File: src/rtl/jump_ctl_if.sv
// Signal bundle between the game controller side (master) and the jump motion controller (slave).
// Carries jump commands, the frame tick, the next-layer occupancy mask and the character pose/status.
interface jump_ctl_if #(
    parameter int NCOLS = 5,
    parameter int COL_W = 3
);
    logic                    frame_tick;
    logic                    layer_generate;
    logic                    jump_left;
    logic                    jump_right;
    logic [NCOLS-1:0]        next_layer_mask;
    logic [COL_W-1:0]        char_col;
    logic signed [7:0]       char_dx;
    logic signed [7:0]       char_dy;
    logic                    character_landed;
    logic                    jump_fail;
    logic                    layer_advance;
    logic                    busy;

    modport master (
        output frame_tick, layer_generate, jump_left, jump_right, next_layer_mask,
        input  char_col, char_dx, char_dy, character_landed, jump_fail, layer_advance, busy
    );

    modport slave (
        input  frame_tick, layer_generate, jump_left, jump_right, next_layer_mask,
        output char_col, char_dx, char_dy, character_landed, jump_fail, layer_advance, busy
    );
endinterface

File: src/rtl/jump_ctl.sv
// Character jump/fall sequencer: animates a jump over FLY_FRAMES ticks, checks the landing block,
// then either advances the layer or plays a fall animation ending in DEAD.
module jump_ctl #(
    parameter int NCOLS       = 5,
    parameter int COL_W       = 3,
    parameter int START_COL   = 2,
    parameter int FLY_FRAMES  = 16,
    parameter int STEP_X      = 4,
    parameter int STEP_Y      = 3,
    parameter int FALL_FRAMES = 20,
    parameter int FALL_STEP   = 6
) (
    input  logic       clk,
    input  logic       rst,
    jump_ctl_if.slave  bus
);
    localparam int HALF  = FLY_FRAMES / 2;
    localparam int MAXF  = (FLY_FRAMES > FALL_FRAMES) ? FLY_FRAMES : FALL_FRAMES;
    localparam int CNT_W = $clog2(MAXF + 1);

    localparam logic [7:0] STEP_Y8    = 8'(STEP_Y);
    localparam logic [7:0] FALL_STEP8 = 8'(FALL_STEP);

    typedef enum logic [1:0] {IDLE, FLY, FALL, DEAD} state_t;

    state_t           state_reg, state_next;
    logic [COL_W-1:0] col_reg, col_next;
    logic [COL_W:0]   target_reg, target_next;
    logic [7:0]       dx_reg, dx_next;
    logic [7:0]       dy_reg, dy_next;
    logic [CNT_W-1:0] cnt_reg, cnt_next;
    logic             dir_left_reg, dir_left_next;
    logic             landed_reg, landed_next;
    logic             fail_reg, fail_next;
    logic             adv_reg, adv_next;
    logic             busy_reg, busy_next;

    logic [CNT_W-1:0]       frame_k;
    logic [7:0]             dx_mag;
    logic [2**COL_W-1:0]    mask_ext;
    logic                   target_in_range;
    logic                   target_ok;

    // Pad the mask to a power of two so the target can index it directly.
    genvar gi;
    generate
        for (gi = 0; gi < 2**COL_W; gi++) begin : g_mask
            if (gi < NCOLS) begin : g_col
                assign mask_ext[gi] = bus.next_layer_mask[gi];
            end else begin : g_pad
                assign mask_ext[gi] = 1'b0;
            end
        end
    endgenerate

    // Target is one bit wider than a column so column 0 going left reads as all-ones, never in range.
    assign target_in_range = (target_reg < (COL_W+1)'(NCOLS));
    assign target_ok       = target_in_range && mask_ext[target_reg[COL_W-1:0]];
    assign frame_k         = cnt_reg + CNT_W'(1);
    assign dx_mag          = 8'(STEP_X * int'(frame_k));

    always_ff @(posedge clk or negedge rst) begin
        if (!rst) begin
            state_reg    <= IDLE;
            col_reg      <= COL_W'(START_COL);
            target_reg   <= '0;
            dx_reg       <= '0;
            dy_reg       <= '0;
            cnt_reg      <= '0;
            dir_left_reg <= 1'b0;
            landed_reg   <= 1'b0;
            fail_reg     <= 1'b0;
            adv_reg      <= 1'b0;
            busy_reg     <= 1'b0;
        end else begin
            state_reg    <= state_next;
            col_reg      <= col_next;
            target_reg   <= target_next;
            dx_reg       <= dx_next;
            dy_reg       <= dy_next;
            cnt_reg      <= cnt_next;
            dir_left_reg <= dir_left_next;
            landed_reg   <= landed_next;
            fail_reg     <= fail_next;
            adv_reg      <= adv_next;
            busy_reg     <= busy_next;
        end
    end

    always_comb begin
        state_next    = state_reg;
        col_next      = col_reg;
        target_next   = target_reg;
        dx_next       = dx_reg;
        dy_next       = dy_reg;
        cnt_next      = cnt_reg;
        dir_left_next = dir_left_reg;
        landed_next   = 1'b0;
        fail_next     = fail_reg;
        adv_next      = 1'b0;
        busy_next     = busy_reg;

        if (bus.layer_generate) begin
            state_next    = IDLE;
            col_next      = COL_W'(START_COL);
            target_next   = '0;
            dx_next       = '0;
            dy_next       = '0;
            cnt_next      = '0;
            dir_left_next = 1'b0;
            fail_next     = 1'b0;
            busy_next     = 1'b0;
        end else begin
            case (state_reg)
                IDLE: begin
                    if (bus.jump_left ^ bus.jump_right) begin
                        dir_left_next = bus.jump_left;
                        target_next   = bus.jump_left ? ({1'b0, col_reg} - (COL_W+1)'(1))
                                                      : ({1'b0, col_reg} + (COL_W+1)'(1));
                        cnt_next      = '0;
                        busy_next     = 1'b1;
                        state_next    = FLY;
                    end
                end
                FLY: begin
                    if (bus.frame_tick) begin
                        cnt_next = frame_k;
                        dx_next  = dir_left_reg ? -dx_mag : dx_mag;
                        dy_next  = (frame_k <= CNT_W'(HALF)) ? (dy_reg + STEP_Y8) : (dy_reg - STEP_Y8);
                        if (frame_k == CNT_W'(FLY_FRAMES)) begin
                            dx_next     = '0;
                            dy_next     = '0;
                            cnt_next    = '0;
                            landed_next = 1'b1;
                            if (target_in_range) begin
                                col_next = target_reg[COL_W-1:0];
                            end
                            if (target_ok) begin
                                adv_next   = 1'b1;
                                busy_next  = 1'b0;
                                state_next = IDLE;
                            end else begin
                                fail_next  = 1'b1;
                                state_next = FALL;
                            end
                        end
                    end
                end
                FALL: begin
                    if (bus.frame_tick) begin
                        cnt_next = frame_k;
                        dy_next  = dy_reg - FALL_STEP8;
                        if (frame_k == CNT_W'(FALL_FRAMES)) begin
                            cnt_next    = '0;
                            landed_next = 1'b1;
                            busy_next   = 1'b0;
                            state_next  = DEAD;
                        end
                    end
                end
                DEAD: begin
                    state_next = DEAD;
                end
                default: begin
                    state_next = IDLE;
                end
            endcase
        end
    end

    assign bus.char_col         = col_reg;
    assign bus.char_dx          = dx_reg;
    assign bus.char_dy          = dy_reg;
    assign bus.character_landed = landed_reg;
    assign bus.jump_fail        = fail_reg;
    assign bus.layer_advance    = adv_reg;
    assign bus.busy             = busy_reg;
endmodule

File: src/flat_wrapper.sv
// flat-port wrapper written by rule: the top's interface ports become plain ports
module jump_ctl_flat 
#(
    parameter int NCOLS       = 5,
    parameter int COL_W       = 3,
    parameter int START_COL   = 2,
    parameter int FLY_FRAMES  = 16,
    parameter int STEP_X      = 4,
    parameter int STEP_Y      = 3,
    parameter int FALL_FRAMES = 20,
    parameter int FALL_STEP   = 6
)
  (clk, rst, bus_frame_tick, bus_layer_generate, bus_jump_left, bus_jump_right, bus_next_layer_mask, bus_char_col, bus_char_dx, bus_char_dy, bus_character_landed, bus_jump_fail, bus_layer_advance, bus_busy);
  jump_ctl_if #(.NCOLS(NCOLS), .COL_W(COL_W)) bus_i ();
  input  logic clk;
  input  logic rst;
  input wire logic [$bits(bus_i.frame_tick)-1:0] bus_frame_tick;
  input wire logic [$bits(bus_i.layer_generate)-1:0] bus_layer_generate;
  input wire logic [$bits(bus_i.jump_left)-1:0] bus_jump_left;
  input wire logic [$bits(bus_i.jump_right)-1:0] bus_jump_right;
  input wire logic [$bits(bus_i.next_layer_mask)-1:0] bus_next_layer_mask;
  output wire logic [$bits(bus_i.char_col)-1:0] bus_char_col;
  output wire logic [$bits(bus_i.char_dx)-1:0] bus_char_dx;
  output wire logic [$bits(bus_i.char_dy)-1:0] bus_char_dy;
  output wire logic [$bits(bus_i.character_landed)-1:0] bus_character_landed;
  output wire logic [$bits(bus_i.jump_fail)-1:0] bus_jump_fail;
  output wire logic [$bits(bus_i.layer_advance)-1:0] bus_layer_advance;
  output wire logic [$bits(bus_i.busy)-1:0] bus_busy;
  assign bus_i.frame_tick = bus_frame_tick;
  assign bus_i.layer_generate = bus_layer_generate;
  assign bus_i.jump_left = bus_jump_left;
  assign bus_i.jump_right = bus_jump_right;
  assign bus_i.next_layer_mask = bus_next_layer_mask;
  assign bus_char_col = bus_i.char_col;
  assign bus_char_dx = bus_i.char_dx;
  assign bus_char_dy = bus_i.char_dy;
  assign bus_character_landed = bus_i.character_landed;
  assign bus_jump_fail = bus_i.jump_fail;
  assign bus_layer_advance = bus_i.layer_advance;
  assign bus_busy = bus_i.busy;
  jump_ctl #(.NCOLS(NCOLS), .COL_W(COL_W), .START_COL(START_COL), .FLY_FRAMES(FLY_FRAMES), .STEP_X(STEP_X), .STEP_Y(STEP_Y), .FALL_FRAMES(FALL_FRAMES), .FALL_STEP(FALL_STEP)) u_core (.clk(clk), .rst(rst), .bus(bus_i));
endmodule
File: config.mk
export PLATFORM = sky130hd
export DESIGN_NAME = jump_ctl_flat
export DESIGN_NICKNAME = d
export VERILOG_FILES = /design/src/rtl/jump_ctl_if.sv /design/src/rtl/jump_ctl.sv /design/src/flat_wrapper.sv
export SDC_FILE = /design/constraint.sdc
export NUM_CORES = 1
export LEC_CHECK = 0
export CORE_UTILIZATION = 48
export CTS_CLUSTER_DIAMETER = 120
export CTS_CLUSTER_SIZE = 28
export DETAILED_ROUTE_END_ITERATION = 12
export GPL_ROUTABILITY_DRIVEN = 1
export GPL_TIMING_DRIVEN = 0
export PLACE_DENSITY = 0.69
export RECOVER_POWER = 25
export SLEW_MARGIN = 40
export SYNTH_ARGS = -nofsm -noshare
export SYNTH_HDL_FRONTEND = slang
export SYNTH_SLANG_ARGS = --single-unit
File: constraint.sdc
create_clock -name clk -period 4 [get_ports clk]
set_input_delay 0.6 -clock clk [delete_from_list [all_inputs] [get_ports clk]]
set_output_delay 0.6 -clock clk [all_outputs]
set_load 0.05 [all_outputs]
# Word level (Yosys, flattened, before mapping)
# Index checks and enable logic that the tools add are counted.
[op_classes]
addsub = 7
n_mul = 0
n_div = 0
magnitude_cmp = 3
n_eq_ne = 12
shift = 0
n_mux = 64
bitwise = 1
reduce_logical = 18
[ops]
columns = ["cell", "n"]
rows = [
  ["$mux W8", 10],
  ["$mux W5", 6],
  ["$mux W1", 26],
  ["$mux W4", 4],
  ["$pmux W8 S2", 1],
  ["$mux W3", 5],
  ["$pmux W5 S3", 1],
  ["$mux W2", 7],
  ["$ne A3 B2 Y1 const B", 4],
  ["$reduce_and A4 Y1", 3],
  ["$reduce_bool A2 Y1", 6],
  ["$eq A5 B5 Y1 const B", 2],
  ["$add A8 B2 Y8 const B", 1],
  ["$neg A7 Y8", 1],
  ["$pmux W2 S4", 1],
  ["$sub A8 B2 Y8 const B", 1],
  ["$sub A8 B3 Y8 const B", 1],
  ["$reduce_and A7 Y1", 1],
  ["$ne A3 B3 Y1 const B", 2],
  ["$add A5 B1 Y5 const B", 1],
  ["$le A5 B4 Y1 const B", 1],
  ["$reduce_and A5 Y1", 1],
  ["$add A3 B1 Y4 const B", 1],
  ["$eq A2 B2 Y1 const B", 2],
  ["15 further kinds", 16],
]
[totals]
ff_bits = 35
latchBits = 0
mem_bits_rw = 0
mem_bits_ro = 0
out_inout_bits = 23
n_memories = 0

# Depth between registers and ports, before layout
# Gate-level depths: netlist of the first run.
[logic_depth]
depth_word = 8
mapped_depth = 12

# Worst setup path before layout of the first run
# Ideal clock, no wire load.
[synth_timing]
path_kind = "flip-flop to flip-flop"
start = "register u_core.cnt_reg[0]"
end = "register u_core.busy_reg (netlist: u_core.bus.busy)"
t_arrival_ns = 2.670
required_ns = 3.875
path_slack_ns = 1.205
stages_incl_launch_ff = 13
path_buffers = 1
period_less_slack_ns = 2.795
cell_sequence = "dfrtp_1 > ha_1 > xnor2_1 > nand2_1 > or2_2 > inv_1 > ha_1 > clkbuf_2 > nand2b_1 > nand3_1 > o21a_1 > a211oi_1 > mux2_2"
[synth_via]
elab_chain_cells = 4
elab_cells_between_ends = 6
classes_between = "add/sub (1); eq/ne (4); reduce/logical (1)"
[synth_rtl]
columns = ["element", "line_no", "text"]
rows = [
  ["start: declaration", "jump_ctl.sv:31", "logic [CNT_W-1:0] cnt_reg, cnt_next;"],
  ["start signal: assignment", "jump_ctl.sv:81", "cnt_reg <= cnt_next;"],
  ["$add A5 B1 Y5 (*)", "jump_ctl.sv:59", "assign frame_k = cnt_reg + CNT_W'(1);"],
  ["$eq A5 B5 Y1, on equally long branches", "jump_ctl.sv:153, jump_ctl.sv:130", ""],
  ["$ne A3 B2 Y1 (no source line)", "--", ""],
  ["$reduce_and A7 Y1 (no source line) (*)", "--", ""],
  ["end signal: assignment", "jump_ctl.sv:86", "busy_reg <= busy_next;"],
  ["end: declaration", "jump_ctl.sv:36", "logic busy_reg, busy_next;"],
]
# Mark *: on every way between the ends. The rest lies on a longest branch, timed or not.
# A chain may end at the register's enable or synchronous reset.

# Worst setup path in the final report of the first run
[layout_timing]
start = "register u_core.cnt_reg[0]"
end = "register u_core.cnt_reg[2]"
[layout_via]
elab_chain_cells = 6
elab_cells_between_ends = 9
classes_between = "add/sub (1); eq/ne (2); mux (6)"
[layout_rtl]
columns = ["element", "line_no", "text"]
rows = [
  ["$add A5 B1 Y5 (*)", "jump_ctl.sv:59", ""],
  ["$eq A5 B5 Y1, on equally long branches", "jump_ctl.sv:153, jump_ctl.sv:130", ""],
  ["$mux W5, on equally long branches", "jump_ctl.sv:153, jump_ctl.sv:130", ""],
  ["$mux W5, on equally long branches", "jump_ctl.sv:150, jump_ctl.sv:126", ""],
  ["$pmux W5 S3 (*)", "jump_ctl.sv:114", "case (state_reg)"],
  ["$mux W5 (*)", "jump_ctl.sv:103", "if (bus.layer_generate) begin"],
]
# Mark *: on every way between the ends. The rest lies on a longest branch, timed or not. The select of a mux whose other input is x is not followed.

==> metrics, run 1 <==
Worst slew margin between 20% and 30%; GRT Util Overall a little under a quarter; router iterations before antenna repair 4; CTS buffer count 5; Post-Syn Area per Cell approximately 8.9 sq um; WP data required roughly 4.2 ns; initial antenna violation count 0; Yosys cell types between 50 and 60; post-synth top area cell dfrtp_1; status complete, no violations; clock sink total 33; core area about 4800 sq um; n_diodes 0; worst-case clock skew between 0.009 and 0.01 ns; first-pass GRT wire length 9370 um; Fin Setup TNS 0 ns; post-route cell area ~2900 sq um; crit path DAT ~3.4 ns; Die X about 73 um; clock transition at the registers of the reported paths about 0.070 ns; initial core utilization 50.34%; Final Routed Wirelength approximately 5500 um; sequential area share after synthesis between 30% and 40%; Crit. End Element flip-flop; Leak Pwr between 1 and 1.5 nW; Area after DPL about 2800 sq um; post-layout minimum cycle time 3.268 ns; DP HPWL roughly 4200 um; PwrDens 409.1 nW/um^2; Synth warnings 0; async set-reset flop share out of synthesis between 90% and 100%; gpl congestion roughly 0.83; post-synth design cell area 2394 sq um; root buf cell clkbuf_8; Max-Cap Viols 0; setup repair after global routing missed its margin no; GRT overflow 0; Nets 339; most numerous cell in the Yosys netlist dfrtp_1; vias per cell about 5.6; H-tree depth 2; worst min-delay path category in2async; Yosys reg bits 33; FP Rows 25; max FFs per register 8; CTS Hold Buffers Added 0; Primary FF master, synth dfrtp_1; Worst-Skew Late Latency between 0.2 and 0.3 ns; via count 2117; Port Buffers 31; Synth top cells by count 32 x dfrtp_1, 25 x nand2_1, 18 x a21oi_1, 17 x ha_1, 17 x nor2_1; post-route ant nets 0; synthesis-to-layout area growth 20.28%; wire per inst roughly 15 um; CTS tree yes; WS Path Type reg2reg; setup repair bufs after CTS 0; f_max between 300 and 400 MHz; final hold viol count 0; number of synthesized flops with an enable pin 0; vias in the first global route about 2000; Die Height between 70 and 80 um; nature of the critical path startpoint flip-flop; Finish-stage setup viols 0; post-CTS resize count 0; layout cells sized above 1 6.452%; Max Buffers Root-to-Sink 2; Initial DRC Count ~130; final max-slew violation count 0; Post-Syn Instances 269; DRC viols 0; Tcrit/Tclk final just over 80%; Synth top area share roughly a third; Area contributors post-synth dfrtp_1 33%, ha_1 8.9%, nand2_1 3.9%, a21oi_1 3.8%, nand2b_1 3.4%; largest net degree at the start of global routing 21; io pins 34; Worst Tran Pin Value approximately 1.1 ns; CP max FO 9; Max IR drop VDD between 0.0002 and 0.0003 V; die area approximately 5300 sq um
==> cell families after synthesis <==
kind of cell	after synthesis	share of synthesized area [%]
buf+inv	23	4.077
flops	33	34.55
mux	6	2.666
simple gates	90	19.45
compound gates	86	24.52
xor+xnor	11	4.025
fa+ha+maj	19	10.56
other cells	1	0.1567
==> layer usage <==
| metal | track usage, % | wire length [um] |
|---|---|---|
| met2 | 36.24 | 2492 |
| met5 | 0 | 0 |
| met3 | 3.729 | 246 |
| met4 | 7.190 | 74 |
| met1 | 32.60 | 2699 |
==> stage by stage <==
step           util, %  power [W]  instances  hold slack, ns  worst slack (ns)
4_1_cts          61.08   0.001188        377          0.2228            0.7549
5_1_grt          60.55   0.001254        377          0.4363            0.4792
3_3_place_gp     58.71  0.0009151        368          0.4623            0.8167
3_5_place_dp     59.18  0.0009248        369          0.4644            0.7779
2_1_floorplan        -  0.0007776        270          0.3044             1.205
6_report         60.55   0.001178        377          0.3374            0.7325
==> cells in the final DEF, fill, tap and decap left out, types with 3 or more instances in the layout <==
cell and n:
dfrtp_1 32, xor2_1 3, a211oi_1 5, or3_1 4, o31ai_1 3, nor2_1 17, mux2i_1 3, nand2b_1 13
nand3b_1 3, ha_1 17, o21ai_0 15, nor2b_1 4, nor3_1 5, mux2_2 3, clkdlybuf4s50_1 30, o21a_1 6
a21oi_1 18, nand4b_1 3, nand2_1 25, inv_1 12, a22o_1 6, a22oi_1 5, nand3_1 6, clkbuf_1 10
or2_2 3, clkbuf_8 6, a21o_1 6, a32oi_1 3, xnor2_1 8
==> worst paths after layout <==
path                                         endpoint             startpoint  slack (ns)  depth (start not counted)
worst max-delay path                u_core.cnt_reg[2]      u_core.cnt_reg[0]        0.73                         12
worst min-delay path            u_core.bus.char_dx[5]                    rst        0.34                          1
worst max register to register      u_core.cnt_reg[2]      u_core.cnt_reg[0]        0.73                         12
worst min register to register  u_core.bus.char_dx[7]  u_core.bus.char_dx[7]        0.47                          2
max in group asynchronous       u_core.bus.char_dy[2]                    rst        2.23                          2
min in group clk                u_core.bus.char_dx[7]  u_core.bus.char_dx[7]        0.47                          2
==> power by group <==
group / internal, W / switching [W] / total (W)
Sequential: 0.000373 / 0.0000477 / 0.000421
Combinational: 0.000190 / 0.000308 / 0.000498
Clock: 0.000140 / 0.000119 / 0.000260
==> critical path, cell delays in order (launching register included) <==
cell	delay, ns
dfrtp_1	0.48
ha_1	0.32
xnor2_1	0.32
nand2_1	0.17
or2_2	0.31
inv_1	0.06
ha_1	0.12
clkbuf_2	0.19
nand2b_1	0.21
nand3_1	0.12
o21ai_1	0.39
nor2_1	0.14
a221o_1	0.31
==> area by class of cell <==
class / count / area (sq um)
inverter: 12 / 45.04
multi-input combinational: 214 / 1473
sequential: 33 / 827.0
buffer: 11 / 52.55
timing repair buffer: 32 / 307.8
tap: 67 / 83.83
clock buffer: 8 / 90.09
fill: 450 / 1876
Note: power is estimated with default switching activity, not from simulation.
==> run 2, diff against run 1 <==
Settings changed: PLACE_DENSITY 0.69 to 0.71.
Clock period 4 ns to 2.6 ns, I/O delays scaled along.
==> run 2 against run 1 <==
Worst setup slack got worse by 0.68 ns; critical path depth fell by 1; non-clock buffer count rose by 19; power rose by 62%; critical endpoint is now u_core.bus.char_dy[4]; largest cell class unchanged.
==> metrics, run 2 (synthesis gave the netlist of run 1 again) <==
crit path DAT 2.70 ns (-0.74 ns); Die Height 72.62 um (unchanged); number of cells on the critical path 11 (-1); io pins 34 (unchanged); first-pass GRT wire length 9584 um (+2.3%); CP max FO 6 (-3); setup repair after global routing missed its margin yes; GRT overflow 0 (unchanged); Initial DRC Count 247 (+87%); CTS Hold Buffers Added 0 (unchanged); clock sink total 33 (unchanged); Port Buffers 31 (unchanged); Finish-stage setup viols 0 (unchanged); placed cells 369 (unchanged); Critical path buffers and inverters 1 (-1); total power 0.001907 W (+62%); status complete, no violations; DP Worst Slack -0.3152 ns (-1.093 ns); gpl congestion 0.8261 (-0.97%); Max Buffers Root-to-Sink 2 (unchanged); initial antenna violation count 0 (unchanged); synthesis-to-layout area growth 35.08%; most frequent cells in the layout 30 x clkdlybuf4s50_1, 30 x dfrtp_1, 24 x nand2_1; Crit. End Element flip-flop; via count 2313 (+9.3%); max FFs per register 8 (unchanged); DRC viols 0 (unchanged); nature of the critical path startpoint flip-flop; layout cells sized above 1 19.76% (+13 points); Worst Tran Pin Value 1.107 ns (+0.02614 ns); critical-path cell list ha_4, xnor2_4, nand2_2, a21oi_2, inv_2, ha_4, nor2b_4, o21a_1, or3_1, a32oi_1, a211oi_1; GRT Util Overall 23.48% (+0.44 points); Final Routed Wirelength 6193 um (+12%); post-layout minimum cycle time 2.552 ns (-0.7150 ns); PwrDens 589.7 nW/um^2 (+44%); most frequent CP cell ha_4; Max IR drop VDD 0.0003439 V (+36%); FP Rows 25 (unchanged); final cell count without fillers 396 (+5.0%); initial core utilization 50.34% (unchanged); CTS buffer count 5 (unchanged); vias per cell 5.841 (+4.0%); final hold viol count 0 (unchanged); Max-Cap Viols 0 (unchanged); WP data required 2.75 ns (-1.43 ns); vias in the first global route 2080 (+3.4%); clock transition at the registers of the reported paths 0.07 ns (about the same); router iterations before antenna repair 4 (unchanged); Worst-Skew Late Latency 0.29 ns (about the same); die area 5273 sq um (unchanged); core area 4755 sq um (unchanged); Die X 72.62 um (unchanged); critical path's top delay family compound AO/OA/AOI/OAI gates; worst r2r path cells 11 (-1); final max-slew violation count 0 (unchanged); f_max 391.8 MHz (+28%); CP max-delay cell dfrtp_2; FILL cells 393 (-13%); Setup crit start u_core.cnt_reg[0]; Leak Pwr 1.377 nW (+9.1%); worst setup margin 0.04751 ns (-0.6850 ns); n_diodes 0 (unchanged); post-route ant nets 0 (unchanged); wire per inst 15.64 um (+7.0%); largest net degree at the start of global routing 21 (unchanged); Tcrit/Tclk final 98.17% (+16 points); H-tree depth 2 (unchanged); WS Path Type reg2reg; CTS tree yes; DP HPWL 4106 um (-1.3%); CP max stage delay 0.45 ns (-0.03 ns); Worst slew margin 26.20% (-1.7 points); worst-case clock skew 0.003009 ns (-0.006081 ns); reg-to-reg startpoint u_core.cnt_reg[0]; Nets 358 (+5.6%); worst min-delay path category in2async; root buf cell clkbuf_8
-- run 2: metrics by stage --
step	setup TNS [ns]	utilization [%]	hold slack [ns]	instance area, sq um
2_1_floorplan	0	-	0.09441	2434
3_3_place_gp	-1.940	59.47	0.4643	2828
3_5_place_dp	-2.147	59.95	0.3380	2850
4_1_cts	-0.01467	64.89	0.02649	3085
5_1_grt	-0.1542	68.00	0.2219	3233
6_report	0	68.00	0.1567	3233
-- run 2: metal layers --
metal	GRT usage, %	vias to the layer above	part of all wire [%]
li1	-	1107	-
met1	31.01	1126	46
met2	39.46	72	49
met3	4.006	8	4.3
met4	7.190	0	1.3
met5	0	-	0
-- run 2: timing repair --
item,CTS,global route
pin swaps,3,13
endpoints found under the setup margin,11,8
buffers inserted,9,10
gates resized for setup,16,20
-- run 2: worst reg2reg max path: cells and delay by family, from the launching register on --
kind | cells | cell delay (ns)
compound gates | 4 | 0.69
xor+xnor | 1 | 0.15
fa+ha+maj | 2 | 0.47
buf+inv | 1 | 0.11
flops | 1 | 0.45
simple gates | 3 | 0.54
-- run 2: area by class of cell --
| class | instances | area (sq um) | area share [%] |
|---|---|---|---|
| multi-input cells | 214 | 1672 | 51.70 |
| clock buffers | 7 | 76.32 | 2.361 |
| repair buffers | 51 | 454.2 | 14.05 |
| plain buffers | 11 | 65.06 | 2.012 |
| inverters | 12 | 45.04 | 1.393 |
| well taps | 67 | 83.83 | 2.593 |
| flip-flops and latches | 33 | 829.5 | 25.66 |
| clock inverters | 1 | 7.507 | 0.2322 |
-- run 2: where the power goes --
part,switching (W),internal [W],total [W]
clock network,0.000198,0.000189,0.000387
registers,0.0000790,0.000574,0.000653
logic,0.000519,0.000347,0.000866
-- run 2: path summary, 6_finish.rpt --
check | slack, ns | to
hold / removal | 0.16 | u_core.target_reg[3]
min in group clk | 0.49 | u_core.bus.char_dx[7]
setup reg to reg | 0.05 | u_core.bus.char_dy[4]
setup / recovery | 0.05 | u_core.bus.char_dy[4]
hold reg to reg | 0.49 | u_core.bus.char_dx[7]
max in group asynchronous | 0.97 | u_core.bus.char_dx[6]
